## src/rtl/hs32_conds.sv

```systemverilog
// HS32 shared definitions: condition codes, nzcv bit indices, buffer entry.
// No ports; imported by the writeback stage and its condition evaluator.
package hs32_conds;

  localparam logic [2:0] HS32C_AL = 3'd0;
  localparam logic [2:0] HS32C_EQ = 3'd1;
  localparam logic [2:0] HS32C_NE = 3'd2;
  localparam logic [2:0] HS32C_CS = 3'd3;
  localparam logic [2:0] HS32C_CC = 3'd4;
  localparam logic [2:0] HS32C_MI = 3'd5;
  localparam logic [2:0] HS32C_LT = 3'd6;
  localparam logic [2:0] HS32C_GE = 3'd7;

  localparam int FL_N = 3;
  localparam int FL_Z = 2;
  localparam int FL_C = 1;
  localparam int FL_V = 0;

  typedef struct packed {
    logic [31:0] r;
    logic [3:0]  fl;
    logic        wen;
    logic        flen;
    logic [2:0]  cond;
  } wb_ent_t;

endpackage

```

## src/rtl/hs32_cond_eval.sv

```systemverilog
// Condition-code evaluator: cond[2:0] + nzcv[3:0] -> pass.
// Purely combinational.
module hs32_cond_eval
  import hs32_conds::*;
(
  input  logic [2:0] cond,
  input  logic [3:0] nzcv,
  output logic       pass
);

  always_comb begin
    pass = 1'b1;
    unique case (cond)
      HS32C_AL: pass = 1'b1;
      HS32C_EQ: pass = nzcv[FL_Z];
      HS32C_NE: pass = !nzcv[FL_Z];
      HS32C_CS: pass = nzcv[FL_C];
      HS32C_CC: pass = !nzcv[FL_C];
      HS32C_MI: pass = nzcv[FL_N];
      HS32C_LT: pass = nzcv[FL_N] ^ nzcv[FL_V];
      HS32C_GE: pass = !(nzcv[FL_N] ^ nzcv[FL_V]);
    endcase
  end

endmodule

```

## src/rtl/hs32_wb.sv

```systemverilog
// HS32 writeback/commit stage: 2-entry buffer, cond check, RF write, NZCV.
// Ports: valid/ready input side, flush/stall, RF write port, o_fl, o_skip.
module hs32_wb
  import hs32_conds::*;
#(
  parameter int DEPTH = 2,
  parameter int RF_AW = 4
) (
  input  logic             clk,
  input  logic             rstn,
  input  logic             i_valid,
  output logic             o_ready,
  input  logic [31:0]      i_r,
  input  logic [3:0]       i_fl,
  input  logic [RF_AW-1:0] i_rd,
  input  logic             i_wen,
  input  logic             i_flen,
  input  logic [2:0]       i_cond,
  input  logic             i_flush,
  input  logic             i_stall,
  output logic             o_rf_we,
  output logic [RF_AW-1:0] o_rf_addr,
  output logic [31:0]      o_rf_data,
  output logic [3:0]       o_fl,
  output logic             o_skip
);

  if (DEPTH != 2) begin : g_depth_chk
    $error("hs32_wb: only DEPTH=2 is supported");
  end

  wb_ent_t          mem [2];
  logic [RF_AW-1:0] rds [2];

  logic [1:0] count;
  logic [1:0] cnt_nx;
  logic       wp;
  logic       rp;
  logic       push;
  logic       pop;
  logic       pass;
  wb_ent_t    head;
  wb_ent_t    in_ent;

  assign push = i_valid && o_ready && !i_flush;
  assign pop  = (count != 2'd0) && !i_stall && !i_flush;
  assign head = mem[rp];

  assign in_ent = '{
    r:    i_r,
    fl:   i_fl,
    wen:  i_wen,
    flen: i_flen,
    cond: i_cond
  };

  hs32_cond_eval u_cond (
    .cond (head.cond),
    .nzcv (o_fl),
    .pass (pass)
  );

  always_comb begin
    cnt_nx = count;
    unique case ({push, pop})
      2'b10:   cnt_nx = count + 2'd1;
      2'b01:   cnt_nx = count - 2'd1;
      default: cnt_nx = count;
    endcase
  end

  // Storage needs no reset: count alone decides what is live.
  always_ff @(posedge clk) begin
    if (push) begin
      mem[wp] <= in_ent;
      rds[wp] <= i_rd;
    end
  end

  always_ff @(posedge clk or negedge rstn) begin
    if (!rstn) begin
      count     <= 2'd0;
      wp        <= 1'b0;
      rp        <= 1'b0;
      o_ready   <= 1'b1;
      o_rf_we   <= 1'b0;
      o_rf_addr <= '0;
      o_rf_data <= '0;
      o_fl      <= 4'b0000;
      o_skip    <= 1'b0;
    end else begin
      if (i_flush) begin
        count   <= 2'd0;
        wp      <= 1'b0;
        rp      <= 1'b0;
        o_ready <= 1'b1;
      end else begin
        count   <= cnt_nx;
        o_ready <= (cnt_nx != 2'd2);
        if (push) wp <= ~wp;
        if (pop)  rp <= ~rp;
      end
      o_rf_we <= pop && pass && head.wen;
      o_skip  <= pop && !pass;
      if (pop) begin
        o_rf_addr <= rds[rp];
        o_rf_data <= head.r;
        if (pass && head.flen) o_fl <= head.fl;
      end
    end
  end

endmodule

```

## config.mk

```make
export PLATFORM = sky130hd
export DESIGN_NAME = hs32_wb
export DESIGN_NICKNAME = d
export VERILOG_FILES = /design/src/rtl/hs32_conds.sv /design/src/rtl/hs32_cond_eval.sv /design/src/rtl/hs32_wb.sv
export SDC_FILE = /design/constraint.sdc
export NUM_CORES = 1
export LEC_CHECK = 0
export BUFFER_PORTS_ARGS = -buffer_cell sky130_fd_sc_hd__buf_2
export CAP_MARGIN = 5
export CORE_UTILIZATION = 42
export DETAILED_ROUTE_END_ITERATION = 6
export GPL_TIMING_DRIVEN = 0
export PLACE_DENSITY = 0.74
export SLEW_MARGIN = 20
export SYNTH_ARGS = -nofsm -noshare
export SYNTH_HDL_FRONTEND = slang
export SYNTH_SLANG_ARGS = --single-unit
```

## constraint.sdc

```tcl
create_clock -name clk -period 4.6 [get_ports clk]
set_clock_uncertainty 0.2 [all_clocks]
set_input_delay 0.46 -clock clk [delete_from_list [all_inputs] [get_ports clk]]
set_output_delay 0.46 -clock clk [all_outputs]
set_load 0.03 [all_outputs]
```

# Word level (Yosys, flattened, before mapping)
# Memory sizes are Yosys's and may differ from the RTL's. A register that Yosys moved wholly into a read port is not among the register bits.
# Cells that the tools add are included.
# W data, S select, Z words.
dict set report totals {
  regBits 43
  mem_bits_rw 90
  input_bits 50
  output_inout_bits 43
  elab_cells 55
  memories 2
}
dict set report op_classes {
  n_addsub 2
  n_eq_ne 10
  mux 10
  n_bitwise 3
  n_reduce_logical 20
}
# memory depth word_bits rd rd_clocked_by_memory_dff wr line
set memory_table {}
lappend memory_table {mem 2 41 1 0 1 hs32_wb.sv:32} ;# wb_ent_t mem [2];
lappend memory_table {rds 2 4 1 1 1 hs32_wb.sv:33} ;# logic [RF_AW-1:0] rds [2];
# op count
set ops {}
lappend ops {{$eq A3 B3 Y1 const B} 4}
lappend ops {{$logic_and A1 B1 Y1} 8}
lappend ops {{$pmux W1 S8} 1}
lappend ops {{$logic_not A1 Y1} 7}
lappend ops {{$mux W1} 7}
lappend ops {{$eq A3 B2 Y1 const B} 2}
lappend ops {{$reduce_bool A2 Y1} 3}
lappend ops {{$pmux W2 S2} 1}
lappend ops {{$eq A3 B1 Y1 const B} 1}
lappend ops {{$logic_not A3 Y1} 1}
lappend ops {{$add A2 B1 Y2 const B} 1}
lappend ops {{$eq A2 B1 Y1 const B} 1}
lappend ops {{$eq A2 B2 Y1 const B} 1}
lappend ops {{$mux W2} 1}
lappend ops {{$ne A2 B2 Y1 const B} 1}
lappend ops {{$not A1 Y1} 2}
lappend ops {{$reduce_and A2 Y1} 1}
lappend ops {{$sub A2 B1 Y2 const B} 1}
lappend ops {{$xor A1 B1 Y1} 1}

# Logic depth before layout (Yosys ltp)
# Gate-level depths: netlist (run 1).
dict set report logic_depth {
  ltp_word 7
  depth_mapped 9
  mapped_depth_nobuf 7
}

# By module
# From an unflattened synthesis (run 1), not the netlist that was laid out.
dict set report hier_totals {
  hier_cells 264
  area_unflattened_um2 5146.2
}
# mod n_inst cells_per_inst area_per_inst_um2 seq_area_each_um2
set by_module_without_submodules {}
lappend by_module_without_submodules {hs32_wb 1 255 5074.9 3880.0}
lappend by_module_without_submodules {hs32_cond_eval 1 9 71.3 0.0}

# Worst setup path after synthesis (run 1)
# OpenSTA, ideal clock, no wires.
dict set report synth_path {
  path_kind {register to register}
  start {register o_ready}
  end {memory mem[0][0] in the netlist's numbering (enable)}
  setup_time_ns 0.447
  arrival_time_ns 2.905
  required_time_ns 3.953
  path_slack_ns 1.047
  path_stages_with_launch 4
  path_buffers 0
  synth_period_minus_slack_ns 3.553
  cell_sequence {dfstp_2 > nand2_1 > or2_2 > nor2_1}
}
dict set report synth_between {
  elab_chain_len 4
}
# element line
set synth_rtl {}
lappend synth_rtl {{start, declared} hs32_wb.sv:12} ;# output logic o_ready,
lappend synth_rtl {{start signal, assigned} hs32_wb.sv:99} ;# o_ready <= (cnt_nx != 2'd2);
lappend synth_rtl {{$logic_and A1 B1 Y1 (2 in series)} hs32_wb.sv:45} ;# assign push = i_valid && o_ready && !i_flush;
lappend synth_rtl {{$mux W1} hs32_wb.sv:74} ;# if (push) begin
lappend synth_rtl {{$mux W1 (not written as such)} hs32_wb.sv:75} ;# mem[wp] <= in_ent;
lappend synth_rtl {{end, declared} hs32_wb.sv:32}
# No other way between the ends.

# Worst setup path in the final report (run 1)
dict set report layout_path {
  start {register count[0]}
  end {register o_ready}
}
dict set report layout_between {
  elab_chain_len 7
  word_cells_on_any_way 10
  cone_classes {add/sub (2); eq/ne (3); mux (2); reduce/logical (3)}
}
# element line
set layout_rtl {}
lappend layout_rtl {{start, declared} hs32_wb.sv:35} ;# logic [1:0] count;
lappend layout_rtl {{start signal, assigned} hs32_wb.sv:98} ;# count <= cnt_nx;
lappend layout_rtl {{$reduce_bool A2 Y1 (*)} hs32_wb.sv:46} ;# assign pop = (count != 2'd0) && !i_stall && !i_flush;
lappend layout_rtl {{$logic_and A1 B1 Y1 (*) (2 in series)} hs32_wb.sv:46}
lappend layout_rtl {{via pop} hs32_wb.sv:40} ;# logic pop;
lappend layout_rtl {{$eq A2 B1 Y1 / $eq A2 B2 Y1 (equally long branches)} hs32_wb.sv:65} ;# unique case ({push, pop})
lappend layout_rtl {{$pmux W2 S2 (*)} hs32_wb.sv:65}
lappend layout_rtl {{$ne A2 B2 Y1 (*)} hs32_wb.sv:99}
lappend layout_rtl {{$mux W1 (*)} hs32_wb.sv:92} ;# if (i_flush) begin
# Mark *: on every way through the listed nets, which the timed path passes. The rest lies on a longest branch.
# A chain may end at the register's enable or synchronous reset.

==> flow_metrics.env, run 1 <==
export IMPL_route_final_wire_length_mm=9.59
export IMPL_ff2ff_path_depth=8
export IMPL_drt_antenna_violating_nets=0
export IMPL_hold_path_startpoint="i_r[0]"
export IMPL_die_area_um2=12600
export IMPL_pin_count_of_the_biggest_net_entering_global_routing=48
export IMPL_synth_main_ff_cell="sky130_fd_sc_hd__edfxtp_1"
export IMPL_total_placed_cells_including_tap_cells=548
export IMPL_numCtsBuffers=17
export IMPL_r2r_end="o_ready$_DFF_PN1_"
export IMPL_power_per_cell_area_nw_per_um2=632
export IMPL_setup_tns_ns=0
export IMPL_number_of_global_route_vias_before_repair=3075
export IMPL_setup_viol_count_final=0
export IMPL_synth_seq_cells=137
export IMPL_timing_final_crit_period_ns=2.98
export IMPL_timing_critical_path_required_ns=4.74
export IMPL_layout_cells_most_common_list="94 x sky130_fd_sc_hd__buf_2, 90 x sky130_fd_sc_hd__edfxtp_1, 46 x sky130_fd_sc_hd__dfrtp_1, 41 x sky130_fd_sc_hd__nor2_1, 40 x sky130_fd_sc_hd__mux2i_1"
export IMPL_core_area_um2=11600
export IMPL_clk_insertion_delay_late_ns=0.42
export IMPL_cts_root_cell="sky130_fd_sc_hd__clkbuf_16"
export IMPL_clock_tree_from_tritoncts="built"
export IMPL_vias_per_cell=4.95
export IMPL_synthDistinctLibCells=31
export IMPL_static_leakage_power_uw=0.00244
export IMPL_rows=39
export IMPL_worst_slew_pin_transition_ns=0.735
export IMPL_synthArstFlopShare_pct=34.3
export IMPL_cap_viol_max_count=0
export IMPL_timing_critical_path_fanout_max=10
export IMPL_dieWidth_um=112
export IMPL_input_output_buffers=92
export IMPL_synth_fp_nets=362
export IMPL_fraction_of_final_layout_cells_with_drive_strength_greater_than_1_pct=34.2
export IMPL_io_pin_count=93
export IMPL_achievable_frequency_mhz=335
export IMPL_yosys_warnings=0
export IMPL_number_of_endpoints_with_negative_hold_slack_in_the_final_report=0
export IMPL_layout_nets=476
export IMPL_synthesis_area_per_instance_um2=16.4
export IMPL_final_cells=581
export IMPL_grt_overflow_total=0
export IMPL_critical_path_endpoint_type="register"
export IMPL_grt_antenna_before_repair=0
export IMPL_gpl_final_weighted_congestion=0.741
export IMPL_numClockSinks=137
export IMPL_syn2layout_area_growth_pct=26.3
export IMPL_clock_path_buffers=2
export IMPL_setup_ws_pre_cts_ns=1.31
export IMPL_initial_core_util_pct=43.8
export IMPL_cts_reportedPaths_clkPinSlew_ns=0.06
export IMPL_maximum_vdd_ir_drop_uv=394
export IMPL_die_ht_um=112
export IMPL_route_detailed_drc=5
export IMPL_min_period_over_period_pct=64.9
export IMPL_wire_per_inst_um=16.5
export IMPL_number_of_standard_cells_after_synthesis=311
export IMPL_globalRouteTotalUtil_pct=16.9
export IMPL_synth_seq_area_share_pct=76.2
export IMPL_dr_pass1_iters=6
export IMPL_synth_edff_count=90
export IMPL_post_route_worst_setup_slack_ns=1.62
export IMPL_routed_via_count=2874
export IMPL_synth_cell_area_um2=5090
export IMPL_cp_start_kind="register"
export IMPL_number_of_max_slew_violations_in_the_final_report=0
export IMPL_whs_endpoint="mem[1][9]$_DFFE_PP_"
export IMPL_htreeDepth=4
export IMPL_postCtsSetupBuffers=0
export IMPL_critPathArrivalTime_ns=3.12
export IMPL_drc_violation_total_after_the_first_tritonroute_iteration=131
export IMPL_min_path_type="in2reg"
export IMPL_timing_slew_headroom_pct=51.0
export IMPL_detailedPlacementHpwl_mm=6.22
export IMPL_rsz_0062_raised_after_global_routing="false"
export IMPL_worstReg2RegStart="count[0]$_DFF_PN0_"
export IMPL_violations="design-rule violations"
export IMPL_n_antenna_cell=0
export IMPL_layout_commonest_cell="sky130_fd_sc_hd__buf_2"
export IMPL_timing_hold_worst_path_depth=1
export IMPL_final_layout_worst_hold_slack_ns=0.0267
export IMPL_ff2ff_setup_slack_ns=1.62
export IMPL_worst_path_class_setup="reg2reg"
export IMPL_outcome="finished, violations left"
export IMPL_grt_first_pass_wirelength_mm=15.5
==> power breakdown <==
part / switching [µW] / total, µW / internal [µW]
Clock: 490 / 1440 / 951
Combinational: 647 / 965 / 318
Sequential: 119 / 1660 / 1540
==> worst max-delay path, stage by stage, from the launching register on <==
cell	delay (ns)
sky130_fd_sc_hd__dfrtp_1	0.39
sky130_fd_sc_hd__o21bai_1	0.14
sky130_fd_sc_hd__nor2_1	0.29
sky130_fd_sc_hd__clkbuf_1	0.40
sky130_fd_sc_hd__clkbuf_1	0.46
sky130_fd_sc_hd__ha_1	0.35
sky130_fd_sc_hd__or3_1	0.37
sky130_fd_sc_hd__a21oi_1	0.21
sky130_fd_sc_hd__nand2_1	0.09
==> repair_timing <==
item,CTS,global route
resized for setup,0,0
hold buffers,1,0
endpoints found under the hold margin,46,0
==> cell type report <==
type,instances,area (µm²)
plain buffers,14,80.1
repair buffers,95,513
clock inverters,15,206
flip-flops and latches,137,3880
fillers,945,5180
multi-input cells,158,1140
well taps,143,179
clock buffers,17,425
inverters,2,7.51
==> worst max path at each step <==
stage / startpoint / end / slack, ns / depth (start not counted)
2_1_floorplan: o_ready$_DFF_PN1_ / mem[0][0]$_DFFE_PP_ / 1.05 / 3
6_report: count[0]$_DFF_PN0_ / o_ready$_DFF_PN1_ / 1.62 / 8
4_1_cts: count[0]$_DFF_PN0_ / o_ready$_DFF_PN1_ / 1.53 / 8
5_1_grt: count[0]$_DFF_PN0_ / o_ready$_DFF_PN1_ / 1.34 / 8
3_5_place_dp: i_stall / o_ready$_DFF_PN1_ / 1.31 / 9
3_3_place_gp: i_flush / mem[1][18]$_DFFE_PP_ / 0.006 / 3
==> synthesized netlist by cell type, types with 2 or more instances <==
cell type,count,area share (%)
sky130_fd_sc_hd__edfxtp_1,90,53
sky130_fd_sc_hd__dfrtp_1,46,23
sky130_fd_sc_hd__nor2_1,43,3.2
sky130_fd_sc_hd__mux2i_1,40,7.9
sky130_fd_sc_hd__a21oi_1,38,3.7
sky130_fd_sc_hd__clkbuf_1,9,0.66
sky130_fd_sc_hd__mux2_2,5,1.1
sky130_fd_sc_hd__mux2_4,4,1.2
sky130_fd_sc_hd__buf_2,3,0.29
sky130_fd_sc_hd__nand2_1,3,0.22
sky130_fd_sc_hd__xnor2_1,3,0.52
sky130_fd_sc_hd__inv_1,2,0.15
sky130_fd_sc_hd__mux2i_2,2,0.54
sky130_fd_sc_hd__mux4_2,2,0.88
sky130_fd_sc_hd__nor3_1,2,0.20
sky130_fd_sc_hd__or2_2,2,0.25
sky130_fd_sc_hd__or3_1,2,0.25
sky130_fd_sc_hd__xor2_1,2,0.34
==> cells by family (layout without fill, tap and decap cells) <==
| logic type | after synthesis | in the layout | share of synthesized area, % |
|---|---|---|---|
| AOI/OAI and AO/OA | 42 | 42 | 4.55 |
| xor gates and xnor gates | 5 | 5 | 0.860 |
| adders and majority gates | 1 | 1 | 0.246 |
| buffers and inverters | 16 | 143 | 1.72 |
| DFF | 137 | 137 | 76.2 |
| muxes | 53 | 53 | 11.6 |
| and+or+nand+nor | 57 | 57 | 4.86 |
==> per-stage QoR <==
step / instance area [µm²] / power [µW] / util, %
after CTS: 6430 / 4110 / 55.4
after detailed placement: 5790 / 2650 / 49.8
after floorplan: 5090 / 2330 / -
after global routing: 6430 / 4250 / 55.4
final: 6430 / 4060 / 55.4
after global placement: 5730 / 2620 / 49.4
==> metal layers <==
| metal | up-vias | wire length, µm | track usage [%] | share of wire [%] |
|---|---|---|---|---|
| met5 | - | 0 | 0 | 0 |
| met4 | 0 | 112 | 7.20 | 1.2 |
| met3 | 15 | 539 | 7.02 | 5.6 |
| met2 | 72 | 4890 | 28.4 | 51 |
| met1 | 1419 | 4060 | 19.1 | 42 |
| li1 | 1368 | - | - | - |
==> sequential cells by signal, indices dropped and copies added, names as in the netlist <==
name / flops
o_ready: 1
rp: 1
rds: 8
o_skip: 1
o_rf_we: 1
o_rf_data: 32
wp: 1
mem: 82
o_rf_addr: 4
count: 2
o_fl: 4
No activity file was read; power rests on OpenSTA's default activity.
==> run 2, diff against run 1 <==
--- a/config.mk
+++ b/config.mk
@@ -10,7 +10,7 @@
 export CORE_UTILIZATION = 42
 export DETAILED_ROUTE_END_ITERATION = 6
 export GPL_TIMING_DRIVEN = 0
-export PLACE_DENSITY = 0.74
+export PLACE_DENSITY = 0.76
 export SLEW_MARGIN = 20
 export SYNTH_ARGS = -nofsm -noshare
 export SYNTH_HDL_FRONTEND = slang
==> constraint.sdc (replaced) <==
create_clock -name clk -period 2.4 [get_ports clk]
set_clock_uncertainty 0.2 [all_clocks]
set_input_delay 0.24 -clock clk [delete_from_list [all_inputs] [get_ports clk]]
set_output_delay 0.24 -clock clk [all_outputs]
set_load 0.03 [all_outputs]
==> flow_metrics.env, run 2 (synthesized netlist as in run 1, its figures left out) <==
export IMPL_drt_antenna_violating_nets=0
export IMPL_critPathArrivalTime_ns=2.32
export IMPL_timing_slew_headroom_pct=47.2
export IMPL_grt_antenna_before_repair=0
export IMPL_route_final_wire_length_mm=9.94
export IMPL_achievable_frequency_mhz=457
export IMPL_rsz_0062_raised_after_global_routing="false"
export IMPL_multi_input_area_um2=1150
export IMPL_min_period_over_period_pct=91.1
export IMPL_timing_final_crit_period_ns=2.19
export IMPL_postPlaceCellArea_um2=5860
export IMPL_top_register="mem"
export IMPL_worst_path_class_setup="reg2reg"
export IMPL_input_output_buffers=92
export IMPL_detailedPlacementHpwl_mm=6.39
export IMPL_number_of_global_route_vias_before_repair=3252
export IMPL_drc_violation_total_after_the_first_tritonroute_iteration=145
export IMPL_vias_per_cell=4.84
export IMPL_clk_insertion_delay_late_ns=0.41
export IMPL_final_layout_worst_hold_slack_ns=0.0344
export IMPL_gpl_final_weighted_congestion=0.766
export IMPL_timing_critical_path_required_ns=2.53
export IMPL_numCtsBuffers=17
export IMPL_io_pin_count=93
export IMPL_fin_area_um2=7000
export IMPL_grt_first_pass_wirelength_mm=15.9
export IMPL_htreeDepth=4
export IMPL_layout_cells_most_common_list="94 x sky130_fd_sc_hd__buf_2, 90 x sky130_fd_sc_hd__edfxtp_1, 49 x sky130_fd_sc_hd__dlygate4sd3_1, 46 x sky130_fd_sc_hd__dfrtp_1"
export IMPL_wire_per_inst_um=15.8
export IMPL_clock_tree_from_tritoncts="built"
export IMPL_critical_path_endpoint_type="register"
export IMPL_pin_count_of_the_biggest_net_entering_global_routing=48
export IMPL_static_leakage_power_uw=0.00268
export IMPL_rows=39
export IMPL_setup_viol_count_final=0
export IMPL_filler_cell_count=912
export IMPL_setup_tns_ns=0
export IMPL_clock_path_buffers=2
export IMPL_reg_top3="mem: 82 flops, o_rf_data: 32 flops, rds: 8 flops"
export IMPL_route_detailed_drc=5
export IMPL_cts_root_cell="sky130_fd_sc_hd__clkbuf_16"
export IMPL_n_antenna_cell=0
export IMPL_routed_via_count=3052
export IMPL_dr_pass1_iters=6
export IMPL_power_per_cell_area_nw_per_um2=1130
export IMPL_number_of_max_slew_violations_in_the_final_report=0
export IMPL_fraction_of_final_layout_cells_with_drive_strength_greater_than_1_pct=31.4
export IMPL_number_of_endpoints_with_negative_hold_slack_in_the_final_report=0
export IMPL_largest_register_ffs=82
export IMPL_die_area_um2=12600
export IMPL_violations="design-rule violations"
export IMPL_maximum_vdd_ir_drop_uv=546
export IMPL_layout_commonest_cell="sky130_fd_sc_hd__buf_2"
export IMPL_timing_critical_path_fanout_max=3
export IMPL_syn2layout_area_growth_pct=37.5
export IMPL_min_path_type="in2reg"
export IMPL_cts_reportedPaths_clkPinSlew_ns=0.06
export IMPL_dieWidth_um=112
export IMPL_layout_nets=525
export IMPL_cap_viol_max_count=0
export IMPL_cp_start_kind="register"
export IMPL_globalRouteTotalUtil_pct=17.2
export IMPL_finalPower_uw=7890
export IMPL_die_ht_um=112
export IMPL_numClockSinks=137
export IMPL_core_area_um2=11600
export IMPL_sequential_cell_area_um2=3880
export IMPL_grt_overflow_total=0
export IMPL_initial_core_util_pct=43.8
export IMPL_worst_slew_pin_transition_ns=0.792
export IMPL_outcome="finished, violations left"
-- run 2: cell count changes in the layout (fill, tap and decap cells not counted), moves of 2 or more --
cell | before | now
sky130_fd_sc_hd__dlygate4sd3_1 | 1 | 49
sky130_fd_sc_hd__buf_16 | 0 | 4
sky130_fd_sc_hd__clkbuf_1 | 9 | 11
sky130_fd_sc_hd__clkbuf_8 | 0 | 3
sky130_fd_sc_hd__buf_12 | 3 | 1
sky130_fd_sc_hd__clkinv_2 | 5 | 3
sky130_fd_sc_hd__clkinv_1 | 2 | 0
sky130_fd_sc_hd__clkinvlp_4 | 2 | 0
-- run 2: power by group --
part / switching [µW] / total [µW] / internal [µW]
Sequential: 236 / 3180 / 2950
Combinational: 1260 / 1940 / 680
Clock: 888 / 2770 / 1880
-- run 2: worst paths after layout --
check	from	to	slack, ns	cells after the start
max in group asynchronous	rstn	o_rf_addr[3]$_DFFE_PN0P_	1.37	2
worst max-delay path	o_ready$_DFF_PN1_	o_ready$_DFF_PN1_	0.21	6
worst min-delay path	i_stall	rp$_DFFE_PN0P_	0.03	4
min in group asynchronous	rstn	o_fl[0]$_DFFE_PN0P_	0.21	2
worst min register to register	o_rf_data[5]$_DFFE_PN0P_	o_rf_data[5]$_DFFE_PN0P_	0.33	2
worst max register to register	o_ready$_DFF_PN1_	o_ready$_DFF_PN1_	0.21	6
-- run 2: cell type report --
type / instances / area share, %
inverters: 2 / 0.107
flip-flops and latches: 137 / 55.4
well taps: 143 / 2.56
plain buffers: 13 / 1.20
clock buffers: 25 / 7.24
repair buffers: 145 / 15.2
multi-input cells: 158 / 16.4
clock inverters: 7 / 1.93
-- run 2: repair_timing --
| action | in CTS | in global routing |
|---|---|---|
| hold endpoints to repair | 142 | 0 |
| cloned | 0 | 0 |
| gates resized for setup | 3 | 3 |
| hold buffers | 49 | 0 |
| endpoints found under the setup margin | 3 | 2 |
| setup buffers | 0 | 0 |
-- run 2: per-layer routing --
layer / track usage, % / wire (µm)
met3: 4.75 / 441
met2: 29.7 / 5050
met1: 19.5 / 4270
met4: 9.16 / 171
met5: 0 / 0
-- run 2: critical path, cell delays in order, from the launching register on --
cell                      delay, ns
sky130_fd_sc_hd__dfstp_2       0.52
sky130_fd_sc_hd__nand2_1       0.08
sky130_fd_sc_hd__or2_2         0.35
sky130_fd_sc_hd__ha_1          0.34
sky130_fd_sc_hd__or3_1         0.37
sky130_fd_sc_hd__a21oi_1       0.18
sky130_fd_sc_hd__nand2_1       0.07
-- run 2: metrics by stage --
step / util (%) / setup WS [ns] / cells
finish: 60.3 / 0.213 / 630
global placement: 49.4 / -1.04 / 546
CTS: 60.2 / 0.00795 / 630
global route: 60.3 / 0.0941 / 630
detailed placement: 50.5 / -0.658 / 550
floorplan: - / -0.412 / 311
==> run 3, diff against run 2 <==
--- a/config.mk
+++ b/config.mk
@@ -5,6 +5,7 @@
 export SDC_FILE = /design/constraint.sdc
 export NUM_CORES = 1
 export LEC_CHECK = 0
+export ABC_AREA = 1
 export BUFFER_PORTS_ARGS = -buffer_cell sky130_fd_sc_hd__buf_2
 export CAP_MARGIN = 5
 export CORE_UTILIZATION = 42
@@ -14,4 +15,5 @@
 export SLEW_MARGIN = 20
 export SYNTH_ARGS = -nofsm -noshare
 export SYNTH_HDL_FRONTEND = slang
+export SYNTH_HIERARCHICAL = 1
 export SYNTH_SLANG_ARGS = --single-unit
==> flow_metrics.env, run 3 <==
export IMPL_grt_antenna_before_repair=0
export IMPL_synthArstFlopShare_pct=34.3
export IMPL_yosys_warnings=6
export IMPL_power_switching_fraction_pct=31.3
export IMPL_synth_seq_area_share_pct=72.9
export IMPL_final_layout_worst_hold_slack_ns=0.0397
export IMPL_clock_path_buffers=2
export IMPL_grt_overflow_total=0
export IMPL_layout_cells_most_common_list="235 x sky130_fd_sc_hd__nand2_1, 96 x sky130_fd_sc_hd__buf_2, 90 x sky130_fd_sc_hd__edfxtp_1, 48 x sky130_fd_sc_hd__dlygate4sd3_1, 46 x sky130_fd_sc_hd__dfrtp_1"
export IMPL_min_period_over_period_pct=91.2
export IMPL_wire_per_inst_um=13.8
export IMPL_synth_main_ff_cell="sky130_fd_sc_hd__edfxtp_1"
export IMPL_ys_top_cells_by_area="sky130_fd_sc_hd__edfxtp_1 51%, sky130_fd_sc_hd__dfrtp_1 22%, sky130_fd_sc_hd__nand2_1 17%"
export IMPL_achievable_frequency_mhz=457
export IMPL_cp_start_kind="register"
export IMPL_setup_tns_ns=0
export IMPL_yosys_area_top_type="sky130_fd_sc_hd__edfxtp_1"
export IMPL_postCtsSetupBuffers=0
export IMPL_synth_edff_count=90
export IMPL_routed_via_count=3820
export IMPL_power_combinational_fraction_pct=23.8
export IMPL_die_area_um2=13100
export IMPL_syn2layout_area_growth_pct=35.1
export IMPL_synthMostInstantiatedCell="sky130_fd_sc_hd__nand2_1"
export IMPL_drt_antenna_violating_nets=0
export IMPL_synth_fp_nets=530
export IMPL_share_clk_of_total_power_pct=35.8
export IMPL_synth_seq_cells=137
export IMPL_drc_violation_total_after_the_first_tritonroute_iteration=210
export IMPL_timing_critical_path_fanout_max=18
export IMPL_crit_path_frequent_cell="sky130_fd_sc_hd__nand2_1"
export IMPL_detailedPlacementHpwl_mm=7.35
export IMPL_proportion_of_power_drawn_by_flip_flops_and_latches_pct=40.4
export IMPL_core_area_um2=12200
export IMPL_timing_slew_headroom_pct=52.3
export IMPL_vias_per_cell=4.66
export IMPL_sequential_cell_area_um2=3880
export IMPL_total_switching_power_uw=2430
export IMPL_critical_path_endpoint_type="register"
export IMPL_htreeDepth=4
export IMPL_intPower_uw=5320
export IMPL_worst_slew_pin_transition_ns=0.713
export IMPL_io_pin_count=93
export IMPL_critical_path_slowest_cell="sky130_fd_sc_hd__dfrtp_1"
export IMPL_timing_critical_path_required_ns=2.51
export IMPL_reg_top3="mem: 82 flops, o_rf_data: 32 flops, rds: 8 flops"
export IMPL_input_output_buffers=92
export IMPL_number_of_max_slew_violations_in_the_final_report=0
export IMPL_synthesis_area_per_instance_um2=11.1
export IMPL_fraction_of_final_layout_cells_with_drive_strength_greater_than_1_pct=22.3
export IMPL_synthDistinctLibCells=23
export IMPL_multi_input_area_um2=1280
export IMPL_initial_core_util_pct=43.8
export IMPL_min_path_type="in2reg"
export IMPL_largest_register_ffs=82
export IMPL_layout_nets=689
export IMPL_netlist_top_cells_count="237 x sky130_fd_sc_hd__nand2_1, 90 x sky130_fd_sc_hd__edfxtp_1, 46 x sky130_fd_sc_hd__dfrtp_1"
export IMPL_static_leakage_power_uw=0.00326
export IMPL_route_final_wire_length_mm=11.3
export IMPL_power_per_cell_area_nw_per_um2=1080
export IMPL_worstPathCellList="inv_4 -> nand2_1 -> nand2_2 -> inv_1 -> nand2_1 -> nand2_1 -> nor2_1 -> nor2_1 -> nand2_1 -> inv_1 -> a21oi_4 -> nand2_1 -> nand2_1 -> nand2_1"
export IMPL_gpl_final_weighted_congestion=0.780
export IMPL_clk_insertion_delay_late_ns=0.42
export IMPL_numCtsBuffers=17
export IMPL_max_stage_delay_ns=0.41
export IMPL_rows=40
export IMPL_worst_path_class_setup="reg2reg"
export IMPL_layout_commonest_cell="sky130_fd_sc_hd__nand2_1"
export IMPL_cts_root_cell="sky130_fd_sc_hd__clkbuf_16"
export IMPL_cap_viol_max_count=0
export IMPL_number_of_standard_cells_after_synthesis=479
export IMPL_finalPower_uw=7740
export IMPL_numClockSinks=137
export IMPL_synth_cell_area_um2=5320
export IMPL_die_ht_um=115
export IMPL_globalRouteTotalUtil_pct=18.6
export IMPL_dieWidth_um=115
export IMPL_outcome="complete, no violations"
export IMPL_number_of_endpoints_with_negative_hold_slack_in_the_final_report=0
export IMPL_worst_path_buf_inv=3
export IMPL_cts_reportedPaths_clkPinSlew_ns=0.05
export IMPL_grt_first_pass_wirelength_mm=17.9
export IMPL_pin_count_of_the_biggest_net_entering_global_routing=48
export IMPL_number_of_global_route_vias_before_repair=3790
export IMPL_critPathArrivalTime_ns=2.30
export IMPL_timing_final_crit_period_ns=2.19
export IMPL_top_register="mem"
export IMPL_clock_tree_from_tritoncts="built"
export IMPL_synth_top_cell_area_share_pct=50.8
export IMPL_setup_viol_count_final=0
export IMPL_dr_pass1_iters=7
export IMPL_filler_cell_count=973
export IMPL_n_antenna_cell=0
export IMPL_route_detailed_drc=0
export IMPL_worst_path_dominant_cell_family="simple AND/OR/NAND/NOR gates"
export IMPL_maximum_vdd_ir_drop_uv=817
export IMPL_rsz_0062_raised_after_global_routing="false"
-- run 3: cell type report --
cell class                 instances  area share, %
buffer                            19           1.64
clock buffer                      26           7.52
clock inverter                     6           1.46
inverter                          17          0.923
multi-input combinational        304           17.8
sequential                       137           54.0
tap                              168           2.92
timing repair buffer             142           13.8
-- run 3: per-layer routing --
layer / global-route usage, % / share of wire [%] / wire (µm)
met1: 21.9 / 43 / 4810
met2: 31.6 / 50 / 5650
met3: 5.29 / 5.3 / 602
met4: 8.40 / 1.9 / 214
met5: 0 / 0 / 0
-- run 3: worst min-delay path, stage by stage --
cell and delay [ns]:
sky130_fd_sc_hd__buf_2 0.16, sky130_fd_sc_hd__nor3_4 0.11, sky130_fd_sc_hd__nand2_1 0.07, sky130_fd_sc_hd__a21oi_1 0.04
-- run 3: power groups by stage --
stage	combinational, µW	clock [µW]	sequential [µW]
floorplan	552	0	3780
global placement	1720	0	3160
detailed placement	1780	0	3170
CTS	1850	2810	3130
global route	2000	2910	3170
finish	1840	2780	3130
-- run 3: stage by stage --
stage	util (%)	std cells	setup WS (ns)	area, µm²
after CTS	59.1	820	0.0586	7180
after global placement	49.4	739	-0.0633	6010
after floorplan	-	479	0.192	5340
final	59.1	819	0.210	7190
after detailed placement	49.8	741	-0.171	6050
after global routing	59.1	819	0.0324	7190
-- run 3: logic make-up after synthesis --
| logic type | Yosys count | synth area share (%) |
|---|---|---|
| AO/OA/AOI/OAI | 41 | 4.14 |
| XOR/XNOR | 2 | 0.329 |
| AND/OR/NAND/NOR | 260 | 18.9 |
| adder cells (fa/ha/maj) | 1 | 0.235 |
| flip-flops | 137 | 72.9 |
| buffers and inverters | 38 | 3.46 |
-- run 3: repair_timing --
| action | 4_1_cts | 5_1_grt |
|---|---|---|
| hold buffers | 48 | 0 |
| gates resized for setup | 2 | 6 |
| endpoints found under the hold margin | 139 | 0 |
| gates cloned | 0 | 0 |
| endpoints found under the setup margin | 4 | 4 |
-- run 3: worst paths after layout --
path | start | to | slack (ns) | cells past startpoint
hold reg to reg | o_rf_data[19]$_DFFE_PN0P_ | o_rf_data[19]$_DFFE_PN0P_ | 0.29 | 2
max in group asynchronous | rstn | wp$_DFFE_PN0P_ | 1.40 | 2
hold / removal | i_flush | o_rf_we$_DFF_PN0_ | 0.04 | 4
setup reg to reg | rp$_DFFE_PN0P_ | o_fl[2]$_DFFE_PN0P_ | 0.21 | 14
min in group asynchronous | rstn | o_rf_data[30]$_DFFE_PN0P_ | 0.19 | 2
setup / recovery | rp$_DFFE_PN0P_ | o_fl[2]$_DFFE_PN0P_ | 0.21 | 14
